==> config.mk <==
export PLATFORM = sky130hd
export DESIGN_NAME = pdma_sim_mc
export DESIGN_NICKNAME = d
export VERILOG_FILES = /design/src/rtl/pdma_sim_mc.sv
export SDC_FILE = /design/constraint.sdc
export NUM_CORES = 1
export LEC_CHECK = 0
export ABC_AREA = 1
export BUFFER_PORTS_ARGS = -buffer_cell sky130_fd_sc_hd__clkbuf_2
export CELL_PAD_IN_SITES_DETAIL_PLACEMENT = 1
export CELL_PAD_IN_SITES_GLOBAL_PLACEMENT = 1
export CORE_UTILIZATION = 30
export CTS_BUF_LIST = sky130_fd_sc_hd__clkbuf_2 sky130_fd_sc_hd__clkbuf_4 sky130_fd_sc_hd__clkbuf_8
export DETAILED_ROUTE_END_ITERATION = 6
export PLACE_DENSITY_LB_ADDON = 0.05
export SLEW_MARGIN = 40
export SYNTH_ARGS = -nofsm -noshare
export SYNTH_HDL_FRONTEND = slang
export SYNTH_SLANG_ARGS = --single-unit
==> constraint.sdc <==
create_clock -name i_clk -period 1.89 [get_ports i_clk]
set_input_delay 0.378 -clock i_clk [delete_from_list [all_inputs] [get_ports i_clk]]
set_output_delay 0.378 -clock i_clk [all_outputs]
set_load 0.02 [all_outputs]
==> src/rtl/pdma_sim_mc.sv <==
// pdma_sim_mc -- multi-channel PDMA sink model for simulation and bring-up.
//
// Watches NUM_CH request/data-ready pairs from the acquisition FIFOs. It
// grants one channel at a time, picking channels round-robin, and pops a
// bounded burst from the granted FIFO. Popped words are counted for
// throughput checks.
//
// Optional feature macro: PDMA_SIM_CH_STATS_EN
//   defined   -> per-channel pop counters are built and driven on o_ch_pops
//   undefined -> no per-channel counters; o_ch_pops is tied to zero
//
// Ports:
//   i_clk            system clock, all logic on the rising edge
//   i_rst            synchronous reset, active-high
//   i_run            enable; low blocks new grants and aborts an active burst
//   i_pdma_irq_req   per-channel request (FIFO above threshold), level
//   i_pdma_data_rdy  per-channel FIFO not empty, level
//   o_pdma_fifo_pop  per-channel pop strobe; one-hot or zero
//   o_busy           high while in GRANT/READ/GAP
//   o_active_ch      index of the granted channel, held until the next grant
//   o_burst_done     1-cycle pulse on the cycle after a burst ends
//   o_total_pops     words popped since reset, all channels, wraps
//   o_ch_pops        per-channel words popped, ch0 in the LSBs
module pdma_sim_mc #(
  parameter  int NUM_CH     = 4,
  parameter  int BURST_MAX  = 16,
  parameter  int GAP_CYCLES = 1,
  parameter  int CNT_W      = 16,
  localparam int CH_W       = (NUM_CH > 1) ? $clog2(NUM_CH) : 1
) (
  input  logic                    i_clk,
  input  logic                    i_rst,
  input  logic                    i_run,
  input  logic [NUM_CH-1:0]       i_pdma_irq_req,
  input  logic [NUM_CH-1:0]       i_pdma_data_rdy,
  output logic [NUM_CH-1:0]       o_pdma_fifo_pop,
  output logic                    o_busy,
  output logic [CH_W-1:0]         o_active_ch,
  output logic                    o_burst_done,
  output logic [CNT_W-1:0]        o_total_pops,
  output logic [NUM_CH*CNT_W-1:0] o_ch_pops
);

  localparam int              BEAT_W    = (BURST_MAX > 1) ? $clog2(BURST_MAX) : 1;
  localparam logic [BEAT_W-1:0] BEAT_LAST = BEAT_W'(BURST_MAX - 1);
  localparam logic [3:0]      GAP_LAST  = (GAP_CYCLES > 0) ? 4'(GAP_CYCLES - 1) : 4'd0;
  localparam logic [CH_W-1:0] CH_LAST   = CH_W'(NUM_CH - 1);

  typedef enum logic [1:0] {
    S_IDLE,
    S_GRANT,
    S_READ,
    S_GAP
  } state_t;

  state_t            r_state;
  logic [CH_W-1:0]   r_rr_ptr;
  logic [CH_W-1:0]   r_active_ch;
  logic [BEAT_W-1:0] r_beat_cnt;
  logic [3:0]        r_gap_cnt;
  logic              r_burst_done;
  logic [CNT_W-1:0]  r_total_pops;

  logic [NUM_CH-1:0] w_mask;
  logic [NUM_CH-1:0] w_hi_req;
  logic [NUM_CH-1:0] w_sel;
  logic [CH_W-1:0]   w_win_hi;
  logic [CH_W-1:0]   w_win_lo;
  logic [CH_W-1:0]   w_win;
  logic [CH_W-1:0]   w_win_next;
  logic              w_any_req;
  logic              w_in_read;
  logic              w_cur_rdy;
  logic              w_pop_any;
  logic              w_last_beat;

  // Round-robin arbitration: requests at or above rr_ptr win first; if
  // none, the lowest requesting channel wins (the wrap-around case).
  genvar gi;
  generate
    for (gi = 0; gi < NUM_CH; gi++) begin : g_chan
      assign w_mask[gi]          = (gi >= int'(r_rr_ptr));
      assign w_sel[gi]           = (r_active_ch == CH_W'(gi));
      // Gating on the channel's own data_rdy guarantees no pop on an empty FIFO.
      assign o_pdma_fifo_pop[gi] = w_in_read && i_run && i_pdma_data_rdy[gi] && w_sel[gi];
    end
  endgenerate

  assign w_hi_req  = i_pdma_irq_req & w_mask;
  assign w_any_req = |i_pdma_irq_req;

  always_comb begin
    w_win_hi = '0;
    w_win_lo = '0;
    for (int k = NUM_CH - 1; k >= 0; k--) begin
      if (w_hi_req[k])       w_win_hi = CH_W'(k);
      if (i_pdma_irq_req[k]) w_win_lo = CH_W'(k);
    end
  end

  assign w_win       = (|w_hi_req) ? w_win_hi : w_win_lo;
  assign w_win_next  = (w_win == CH_LAST) ? '0 : w_win + 1'b1;

  assign w_in_read   = (r_state == S_READ);
  assign w_cur_rdy   = |(i_pdma_data_rdy & w_sel);
  assign w_pop_any   = |o_pdma_fifo_pop;
  assign w_last_beat = w_pop_any && (r_beat_cnt == BEAT_LAST);

  always_ff @(posedge i_clk) begin
    if (i_rst) begin
      r_state      <= S_IDLE;
      r_rr_ptr     <= '0;
      r_active_ch  <= '0;
      r_beat_cnt   <= '0;
      r_gap_cnt    <= '0;
      r_burst_done <= 1'b0;
      r_total_pops <= '0;
    end else begin
      r_burst_done <= 1'b0;
      if (w_pop_any) r_total_pops <= r_total_pops + 1'b1;

      case (r_state)
        S_IDLE: begin
          if (i_run && w_any_req) r_state <= S_GRANT;
        end

        S_GRANT: begin
          // Requests may have dropped since IDLE; only grant if one remains.
          if (i_run && w_any_req) begin
            r_active_ch <= w_win;
            r_rr_ptr    <= w_win_next;
            r_beat_cnt  <= '0;
            r_state     <= S_READ;
          end else begin
            r_state <= S_IDLE;
          end
        end

        S_READ: begin
          if (w_pop_any) r_beat_cnt <= r_beat_cnt + 1'b1;
          if (!i_run || !w_cur_rdy || w_last_beat) begin
            r_burst_done <= 1'b1;
            // An abort skips the gap so a stopped engine settles in IDLE at once.
            if (!i_run || GAP_CYCLES == 0) begin
              r_state <= S_IDLE;
            end else begin
              r_gap_cnt <= '0;
              r_state   <= S_GAP;
            end
          end
        end

        S_GAP: begin
          if (r_gap_cnt == GAP_LAST) r_state <= S_IDLE;
          else                       r_gap_cnt <= r_gap_cnt + 1'b1;
        end

        default: r_state <= S_IDLE;
      endcase
    end
  end

  assign o_busy       = (r_state != S_IDLE);
  assign o_active_ch  = r_active_ch;
  assign o_burst_done = r_burst_done;
  assign o_total_pops = r_total_pops;

`ifdef PDMA_SIM_CH_STATS_EN
  generate
    for (gi = 0; gi < NUM_CH; gi++) begin : g_stats
      logic [CNT_W-1:0] r_ch_cnt;
      always_ff @(posedge i_clk) begin
        if (i_rst)                    r_ch_cnt <= '0;
        else if (o_pdma_fifo_pop[gi]) r_ch_cnt <= r_ch_cnt + 1'b1;
      end
      assign o_ch_pops[gi*CNT_W +: CNT_W] = r_ch_cnt;
    end
  endgenerate
`else
  assign o_ch_pops = '0;
`endif

endmodule

==> reports/results.ini, run 1 <==
[sta]
setup_ws_ns = 0.0880
max_freq_mhz = 555
finClkSkew_ns = 0.00331
min_period_ns = 1.80
rsz0062_at_grt = true
finalSetupTns_ns = 0
hold_violations = 0
slew_violations = 0
setup_viol = 0
layout_worst_path_cycle_share_pct = 95.3

[die]
ios = 99
die_area_mm2 = 0.00825
initial_core_util_pct = 30.8
die_y_um = 90.8
die_w_um = 90.8
core_mm2 = 0.00769
num_rows = 32

[logic_synthesis]
syn-cell-area_mm2 = 0.00237
yosysTopAreaCell = dfxtp_1
netlist_instances = 359
avgSynthCellArea_um2 = 6.59
synth_common_cells = nand2_1 (76), buf_4 (65), nor2_1 (45)
synth_top_area_share_pct = 26.2
ys_warn_count = 0
synth.yosys.seq_area_share_pct = 26.2
async_reset_ff_share_pct = 0
yosysMostFrequentCell = nand2_1
synth_edf_count = 0
ys_ff_latch = 31
synth.distinct_cells = 28
yosys-top-cells-area = dfxtp_1 (26%), buf_4 (21%), nand2_1 (12%)
synth_flop_cell = dfxtp_1

[worst_setup_path]
cp-start-kind = register
reg2reg_slack_ns = 0.25
path_buf_inv = 2
crit_required_ns = 1.51
cp-end-kind = primary output
cp_max_fo = 8
crit_type = register to primary output
worstPathArrival_ns = 1.42
path_depth = 5
crit_chain = inv_1 -> ha_4 -> nand2_4 -> nor3_1 -> buf_4
crit_path_max_incr_delay_ns = 0.35
cp_top_family = flip-flops
crit_slowest_cell = dfxtp_1
r2r-start = r_state[0]
r2r_cells = 9
worstReg2RegEnd = o_total_pops[5]

[clocking]
clock-root-buffer = clkbuf_8
cts_setup_buffers = 0
insertion_delay_ns = 0.28
cts_buffers = 5
path_clk_slew_ns = 0.07
cts_max_level = 2
clock_sinks = 31
clockBufferDepth = 2
tritoncts = done

[layout]
final_core_util_pct = 33.0
antennaDiodeCount = 0
final_nets = 417
drive_gt1_share_pct = 15.5
fillers = 1039
area_delta_synth_final_pct = 7.35
fin_area_mm2 = 0.00254

[hold_path]
whs_endpoint = o_burst_done
whs_path_depth = 2
hp-class = input port to register
hold_start = i_run

[run_status]
run_status = finished clean

[drt]
num_vias = 2122
viasPerCell = 4.24
drc = 0
first_pass_iters = 4
postRouteAntennaNets = 0
first_iter_violations = 37
wire_per_inst_um = 11.1
routed_wl_um = 5580

[global_routing]
first_global_vias = 2061
grt_first_pass_wirelength_um = 9300
grt-ovfl-total = 0
grt_max_degree = 18
track_usage_pct = 14.0
grt_antenna_before_repair = 0

[placement]
pre_cts_slack_ns = 0.0549
place_area_mm2 = 0.00242
place_congestion = 0.764
port_buffers = 34
hpwlAfterDp_um = 4350

[power]
power_frac_seq_pct = 45.5
p_comb_share_pct = 17.1
clkPwrFrac_pct = 37.4
p_leak_uw = 0.00117
p_per_area_mw_per_mm2 = 583
switching_power_uw = 482
switching_share_pct = 32.6
vdd_drop_max_mv = 0.212
intPower_uw = 999

[flow_run]
cap_viol_max_count = 0

## worst register-to-register path, cell delays in order, from the launching register on
cell and delay (ns):
dfxtp_1 0.35, inv_1 0.13, ha_4 0.19, nand2_4 0.09, inv_2 0.11, o21ai_0 0.16, nand2_4 0.18, nand3_1 0.11
o21ai_0 0.17, nor2_1 0.05
## final cells by class
type | count | area [µm²] | area share [%]
clock inverters | 1 | 5.00 | 0.197
repair buffers | 38 | 205 | 8.08
inverters | 34 | 128 | 5.02
flip-flops and latches | 31 | 621 | 24.4
multi-input cells | 288 | 1370 | 53.9
well taps | 102 | 128 | 5.02
clock buffers | 7 | 83.8 | 3.30
## state kept, by name, indices dropped and copies added (netlist names)
signal,count
o_active_ch,2
r_state,2
r_rr_ptr,2
o_total_pops,16
o_burst_done,1
r_gap_cnt,4
r_beat_cnt,4
## power groups by stage
| stage | registers [µW] | clock network, µW | logic, µW |
|---|---|---|---|
| final | 673 | 554 | 254 |
| after global routing | 675 | 606 | 282 |
| after CTS | 673 | 586 | 252 |
| after detailed placement | 688 | 0 | 251 |
| after global placement | 688 | 0 | 251 |
| after floorplan | 688 | 0 | 302 |
## placed cells by master (no fill, tap or decap)
master,instances
nor2_2,1
o21ai_1,1
clkbuf_2,32
conb_1,64
clkbuf_8,5
nor3_1,6
nand3_4,1
nand2_4,3
nor2_1,45
nor2_4,1
buf_4,5
nand2_2,5
nand3_1,24
nand4_1,8
inv_1,33
inv_2,1
a31oi_1,1
ha_1,7
a311oi_1,1
nand2_1,76
o211ai_1,1
dfxtp_1,31
a21oi_1,23
clkinv_2,1
nor3_2,1
a21boi_1,1
clkbuf_4,3
ha_4,1
or2_2,2
xor2_1,4
o21ai_0,11
## metal layers
layer | track usage, % | up-vias | routed length, µm
met5 | 0 | - | 0
met2 | 25.6 | 38 | 2810
met4 | 3.97 | 0 | 59
met1 | 16.1 | 988 | 2520
li1 | - | 1091 | -
met3 | 3.11 | 5 | 189
## metrics by stage
step	std cells	hold slack, ns	total power [µW]
2_1_floorplan	422	0.461	990
3_3_place_gp	493	0.488	939
3_5_place_dp	493	0.495	939
4_1_cts	501	0.383	1510
5_1_grt	501	0.414	1560
6_report	501	0.403	1480
## how the worst max path moves through the flow
| stage | start | slack [ns] | to |
|---|---|---|---|
| 6_report | r_state[0] | 0.09 | o_pdma_fifo_pop[3] |
| 5_1_grt | r_state[0] | -0.01 | o_pdma_fifo_pop[1] |
| 4_1_cts | r_state[0] | 0.01 | o_pdma_fifo_pop[3] |
| 3_5_place_dp | r_state[0] | 0.05 | o_total_pops[5] |
| 3_3_place_gp | r_state[0] | 0.16 | o_total_pops[5] |
| 2_1_floorplan | r_state[0] | 0.19 | o_total_pops[5] |
## what timing repair did
| item | in CTS | in global routing |
|---|---|---|
| setup endpoints to repair | 4 | 6 |
| resized for setup | 5 | 3 |
| hold buffers | 0 | 0 |
## logic make-up (layout without fill, tap and decap cells)
logic type / after synthesis / in the layout / share of synthesized area, %
flip-flops: 31 / 31 / 26.2
XOR/XNOR: 4 / 4 / 1.48
other: 1 / 64 / 0.158
buffers and inverters: 103 / 80 / 27.0
adder cells (fa/ha/maj): 8 / 8 / 4.23
AND/OR/NAND/NOR: 173 / 173 / 32.2
AO/OA/AOI/OAI: 39 / 39 / 8.67
No activity file was read; power rests on OpenSTA's default activity.
==> run 2: changes to the inputs <==
Settings changed: PLACE_DENSITY set to 0.84, PLACE_DENSITY_LB_ADDON 0.05 to not set.
==> run 2 against run 1 <==
Maximum frequency down 1.5%. Largest power group unchanged. Die area unchanged. Register-to-register slack worse by 0.02 ns. Worst setup slack worse by 0.027 ns. Non-clock buffer count up 2. Global-route usage down 0.44 points. Highest routed layer unchanged. Final cell count up 0.40%. Sequential cell count unchanged. Via count up 2.9%. Count of clock-buffer cells in the layout up 1.
==> reports/results.ini, run 2 (same netlist as run 1, synthesis figures left out) <==
[sta]
min_period_ns = 1.83  ; +0.0269 ns
relSlewSlack_pct = 63.9
max_freq_mhz = 547  ; -1.5%
layout_worst_path_cycle_share_pct = 96.8  ; +1.4 points
finalSetupTns_ns = 0  ; unchanged
slew_violations = 0  ; unchanged
hold_violations = 0  ; unchanged
rsz0062_at_grt = false
finClkSkew_ns = 0.00665  ; +0.00334 ns
setup_viol = 0  ; unchanged
holdWs_ns = 0.385  ; -0.0186 ns
tightest_slew_ns = 0.541

[layout]
layout_commonest_cell = nand2_1
fillers = 1051  ; +1.2%
fin_area_mm2 = 0.00256  ; +0.99%
drive_gt1_share_pct = 16.2  ; +0.67 points
final_cell_mix = nand2_1 (76), conb_1 (64), nor2_1 (45)
final_nets = 419  ; +0.48%
regArea_um2 = 621  ; unchanged
multiInputGateArea_mm2 = 0.00137  ; -0.36%
antennaDiodeCount = 0  ; unchanged
largest_reg_flops = 16  ; unchanged
area_delta_synth_final_pct = 8.41
final_core_util_pct = 33.4  ; +0.33 points
finalNonFillerCells = 503  ; +0.40%

[global_routing]
track_usage_pct = 13.5  ; -0.44 points
grt_first_pass_wirelength_um = 9160  ; -1.6%
grt_antenna_before_repair = 0  ; unchanged
first_global_vias = 2056  ; -0.24%
grt-ovfl-total = 0  ; unchanged
grt_max_degree = 18  ; unchanged

[drt]
top_layer_used = met4
first_iter_violations = 38  ; +2.7%
postRouteAntennaNets = 0  ; unchanged
num_vias = 2184  ; +2.9%
first_pass_iters = 4  ; unchanged
drc = 0  ; unchanged
met3WireLength_um = 217  ; +15%
wire_per_inst_um = 11.3  ; +1.6%
wl_met1_um = 2490  ; -1.2%
wl_met2_um = 2960  ; +5.3%
routed_wl_um = 5690  ; +2.0%
viasPerCell = 4.34  ; +2.5%

[die]
num_rows = 32  ; unchanged
core_mm2 = 0.00769  ; unchanged
initial_core_util_pct = 30.8  ; unchanged
die_area_mm2 = 0.00825  ; unchanged
die_y_um = 90.8  ; unchanged
die_w_um = 90.8  ; unchanged
ios = 99  ; unchanged

[power]
power_frac_seq_pct = 44.1  ; -1.4 points
vdd_drop_max_mv = 0.198  ; -6.4%
switching_power_uw = 471  ; -2.3%
p_comb_share_pct = 16.6  ; -0.5 points
switching_share_pct = 30.9  ; -1.7 points
clkPwrFrac_pct = 39.3  ; +1.9 points
p_per_area_mw_per_mm2 = 595  ; +2.1%
p_leak_uw = 0.00117  ; +0.77%
intPower_uw = 1060  ; +5.8%

[placement]
hpwlAfterDp_um = 4390  ; +0.85%
place_congestion = 0.870  ; +14%
place_area_mm2 = 0.00240  ; -0.62%
port_buffers = 34  ; unchanged
dp.cells = 491  ; -0.41%

[run_status]
run_status = finished clean

[worst_setup_path]
cp-start-kind = register
reg2reg_slack_ns = 0.23  ; -0.02 ns
worstPathArrival_ns = 1.45  ; +0.03 ns
crit_required_ns = 1.51  ; about the same
crit_type = register to primary output
cp-end-kind = primary output
cp_max_fo = 8  ; unchanged

[clocking]
tritoncts = done
clockBufferDepth = 2  ; unchanged
clock_sinks = 31  ; unchanged
path_clk_slew_ns = 0.06  ; about the same
clock-root-buffer = clkbuf_8
insertion_delay_ns = 0.29  ; about the same
cts_buffers = 5  ; unchanged
cts_max_level = 2  ; unchanged

[hold_path]
hp-class = input port to register

[flow_run]
cap_viol_max_count = 0  ; unchanged

-- run 2: worst paths after layout --
path,endpoint,depth (start not counted),startpoint
worst max-delay path,o_pdma_fifo_pop[3],5,r_state[0]
worst min-delay path,o_burst_done,2,i_run
worst max register to register,o_total_pops[3],9,r_state[0]
worst min register to register,r_beat_cnt[3],2,r_beat_cnt[3]
-- run 2: power by group through the flow --
stage / clock [µW] / combinational (µW) / sequential [µW]
2_1_floorplan: 0 / 302 / 688
3_3_place_gp: 0 / 243 / 687
3_5_place_dp: 0 / 249 / 687
4_1_cts: 618 / 250 / 673
5_1_grt: 650 / 278 / 674
6_report: 600 / 254 / 673
-- run 2: final cells by class --
type	count	area share, %
Clock buffer	8	4.05
Inverter	34	4.98
Multi-Input combinational cell	288	53.2
Sequential cell	31	24.2
Tap cell	102	4.98
Timing Repair Buffer	40	8.59
-- run 2: metal layers --
metal / vias up / global-route usage, %
li1: 1093 / -
met1: 1036 / 15.7
met2: 51 / 24.9
met3: 4 / 3.03
met4: 0 / 3.31
met5: - / 0
-- run 2: per-stage QoR --
step	total power [µW]	setup WS (ns)
2_1_floorplan	990	0.194
3_3_place_gp	930	0.210
3_5_place_dp	937	0.0549
4_1_cts	1540	0.0234
5_1_grt	1600	0.00453
6_report	1530	0.0611
-- run 2: critical path, cell delays in order, from the launching register on --
cell and delay [ns]:
dfxtp_1 0.34, inv_1 0.14, ha_4 0.18, nand2_2 0.13, nor3_2 0.19, clkbuf_4 0.19
-- run 2: timing repair --
item                       4_1_cts  5_1_grt
setup buffers                    0        4
cloned                           0        0
resized for setup                3        4
hold buffers                     0        0
setup endpoints to repair        3        6
pin swaps                        0        1
==> run 3: changes to the inputs <==
Settings changed: CORE_UTILIZATION 30 to 36, GPL_TIMING_DRIVEN set to 1, PLACE_DENSITY 0.84 to 0.95.
Clock period 1.89 ns to 2.38 ns, I/O delays scaled along.
==> run 3 against run 2 <==
Global-route usage rose by 2.8 points. Hold slack gained 0.086 ns. Critical path depth unchanged. Worst setup slack better by 0.26 ns. Sequential cell count is the same. First-iteration DRC count is the same. Clock skew fell by 0.0019 ns. Largest power group unchanged. Non-clock buffer count down 6.
==> reports/results.ini, run 3 (same netlist as run 1, synthesis figures left out) <==
[drt]
top_layer_used = met4
first_pass_iters = 4  ; unchanged
routed_wl_um = 5680  ; about the same
wl_met1_um = 2390  ; -4.0%
first_iter_violations = 38  ; unchanged
wire_per_inst_um = 12.0  ; +6.5%
num_vias = 2184  ; unchanged
postRouteAntennaNets = 0  ; unchanged
met3WireLength_um = 201  ; -7.4%
viasPerCell = 4.63  ; +6.6%
drc = 0  ; unchanged
wl_met2_um = 3010  ; +1.7%

[flow_run]
cap_viol_max_count = 0  ; unchanged

[layout]
fillers = 880  ; -16%
largest_reg_flops = 16  ; unchanged
final_core_util_pct = 38.8  ; +5.4 points
final_nets = 413  ; -1.4%
antennaDiodeCount = 0  ; unchanged
regArea_um2 = 621  ; unchanged
drive_gt1_share_pct = 14.2  ; -2.0 points
final_cell_mix = nand2_1 (76), conb_1 (64), nor2_1 (45)
multiInputGateArea_mm2 = 0.00134  ; -1.6%
layout_commonest_cell = nand2_1
area_delta_synth_final_pct = 4.02

[die]
die_area_mm2 = 0.00690  ; -16%
die_w_um = 83.1  ; -8.5%
ios = 99  ; unchanged
die_y_um = 83.1  ; -8.5%
num_rows = 29  ; -9.4%
initial_core_util_pct = 37.3  ; +6.5 points
core_mm2 = 0.00635  ; -17%

[clocking]
clock_sinks = 31  ; unchanged
cts_max_level = 2  ; unchanged
insertion_delay_ns = 0.29  ; about the same
cts_setup_buffers = 0  ; unchanged
hold_buffers = 0  ; unchanged
tritoncts = done
clock-root-buffer = clkbuf_8
cts_buffers = 5  ; unchanged
path_clk_slew_ns = 0.07  ; about the same
postCtsResizedCells = 0  ; -3
clockBufferDepth = 2  ; unchanged

[worst_setup_path]
crit_type = register to primary output
crit_required_ns = 1.90  ; +0.39 ns
cp-start-kind = register
worstPathArrival_ns = 1.58  ; +0.13 ns
cp_max_fo = 8  ; unchanged
cp-end-kind = primary output

[run_status]
run_status = finished clean

[power]
p_leak_uw = 0.00114  ; -3.2%
p_per_area_mw_per_mm2 = 494  ; -17%
total_power_uw = 1220  ; -20%
vdd_drop_max_mv = 0.234  ; +18%

[sta]
holdWs_ns = 0.471  ; +0.0860 ns
tightest_slew_ns = 0.504  ; -0.0370 ns
rsz0062_at_grt = false
layout_worst_path_cycle_share_pct = 86.3
relSlewSlack_pct = 66.4  ; +2.5 points
max_freq_mhz = 487
setup_viol = 0  ; unchanged
hold_violations = 0  ; unchanged
setup_ws_ns = 0.326  ; +0.265 ns
finalSetupTns_ns = 0  ; unchanged
slew_violations = 0  ; unchanged
finClkSkew_ns = 0.00476  ; -0.00189 ns
min_period_ns = 2.05

[global_routing]
first_global_vias = 2110  ; +2.6%
grt_first_pass_wirelength_um = 9190  ; +0.37%
grt_antenna_before_repair = 0  ; unchanged
grt-ovfl-total = 0  ; unchanged
track_usage_pct = 16.3  ; +2.8 points
grt_max_degree = 19  ; +1

[hold_path]
hp-class = input port to register

[placement]
place_congestion = 0.813  ; -6.6%
hpwlAfterDp_um = 4430  ; +0.88%
pre_cts_slack_ns = 0.517  ; +0.462 ns
port_buffers = 34  ; unchanged

==> run 3: cell type report <==
cell class                 instances  area share (%)
sequential                        31            25.2
multi-input combinational        288            54.6
clock inverter                     1           0.305
inverter                          34            5.19
tap                               77            3.91
timing repair buffer              34            6.91
clock buffer                       7            3.91
==> run 3: final timing paths <==
kind | startpoint | end | slack [ns] | cells after the start
setup reg to reg | r_state[0] | o_total_pops[5] | 0.52 | 9
setup / recovery | r_state[0] | o_pdma_fifo_pop[3] | 0.33 | 5
hold / removal | i_run | o_burst_done | 0.47 | 2
hold reg to reg | r_beat_cnt[0] | r_beat_cnt[0] | 0.51 | 2
==> run 3: per-stage QoR <==
step | area, µm² | std cells
after global placement | 2360 | 464
after CTS | 2460 | 472
final | 2460 | 472
after global routing | 2460 | 472
after floorplan | 2600 | 422
after detailed placement | 2360 | 464
==> run 3: where the power goes <==
part           internal (µW)  switching [µW]  total (µW)
clock                    263             220         483
combinational           34.6             165         199
sequential               526            7.80         534
total                    824             392        1220
==> run 3: worst max-delay path: stages (launching register included) <==
cell,delay [ns]
dfxtp_1,0.34
inv_1,0.09
ha_1,0.29
nand2_2,0.17
nor3_1,0.20
clkbuf_2,0.20
==> run 3: metal layers <==
layer,global-route usage (%),vias to the layer above
met5,0,-
met3,3.18,10
li1,-,1086
met4,5.96,0
met2,30.6,49
met1,18.1,1039
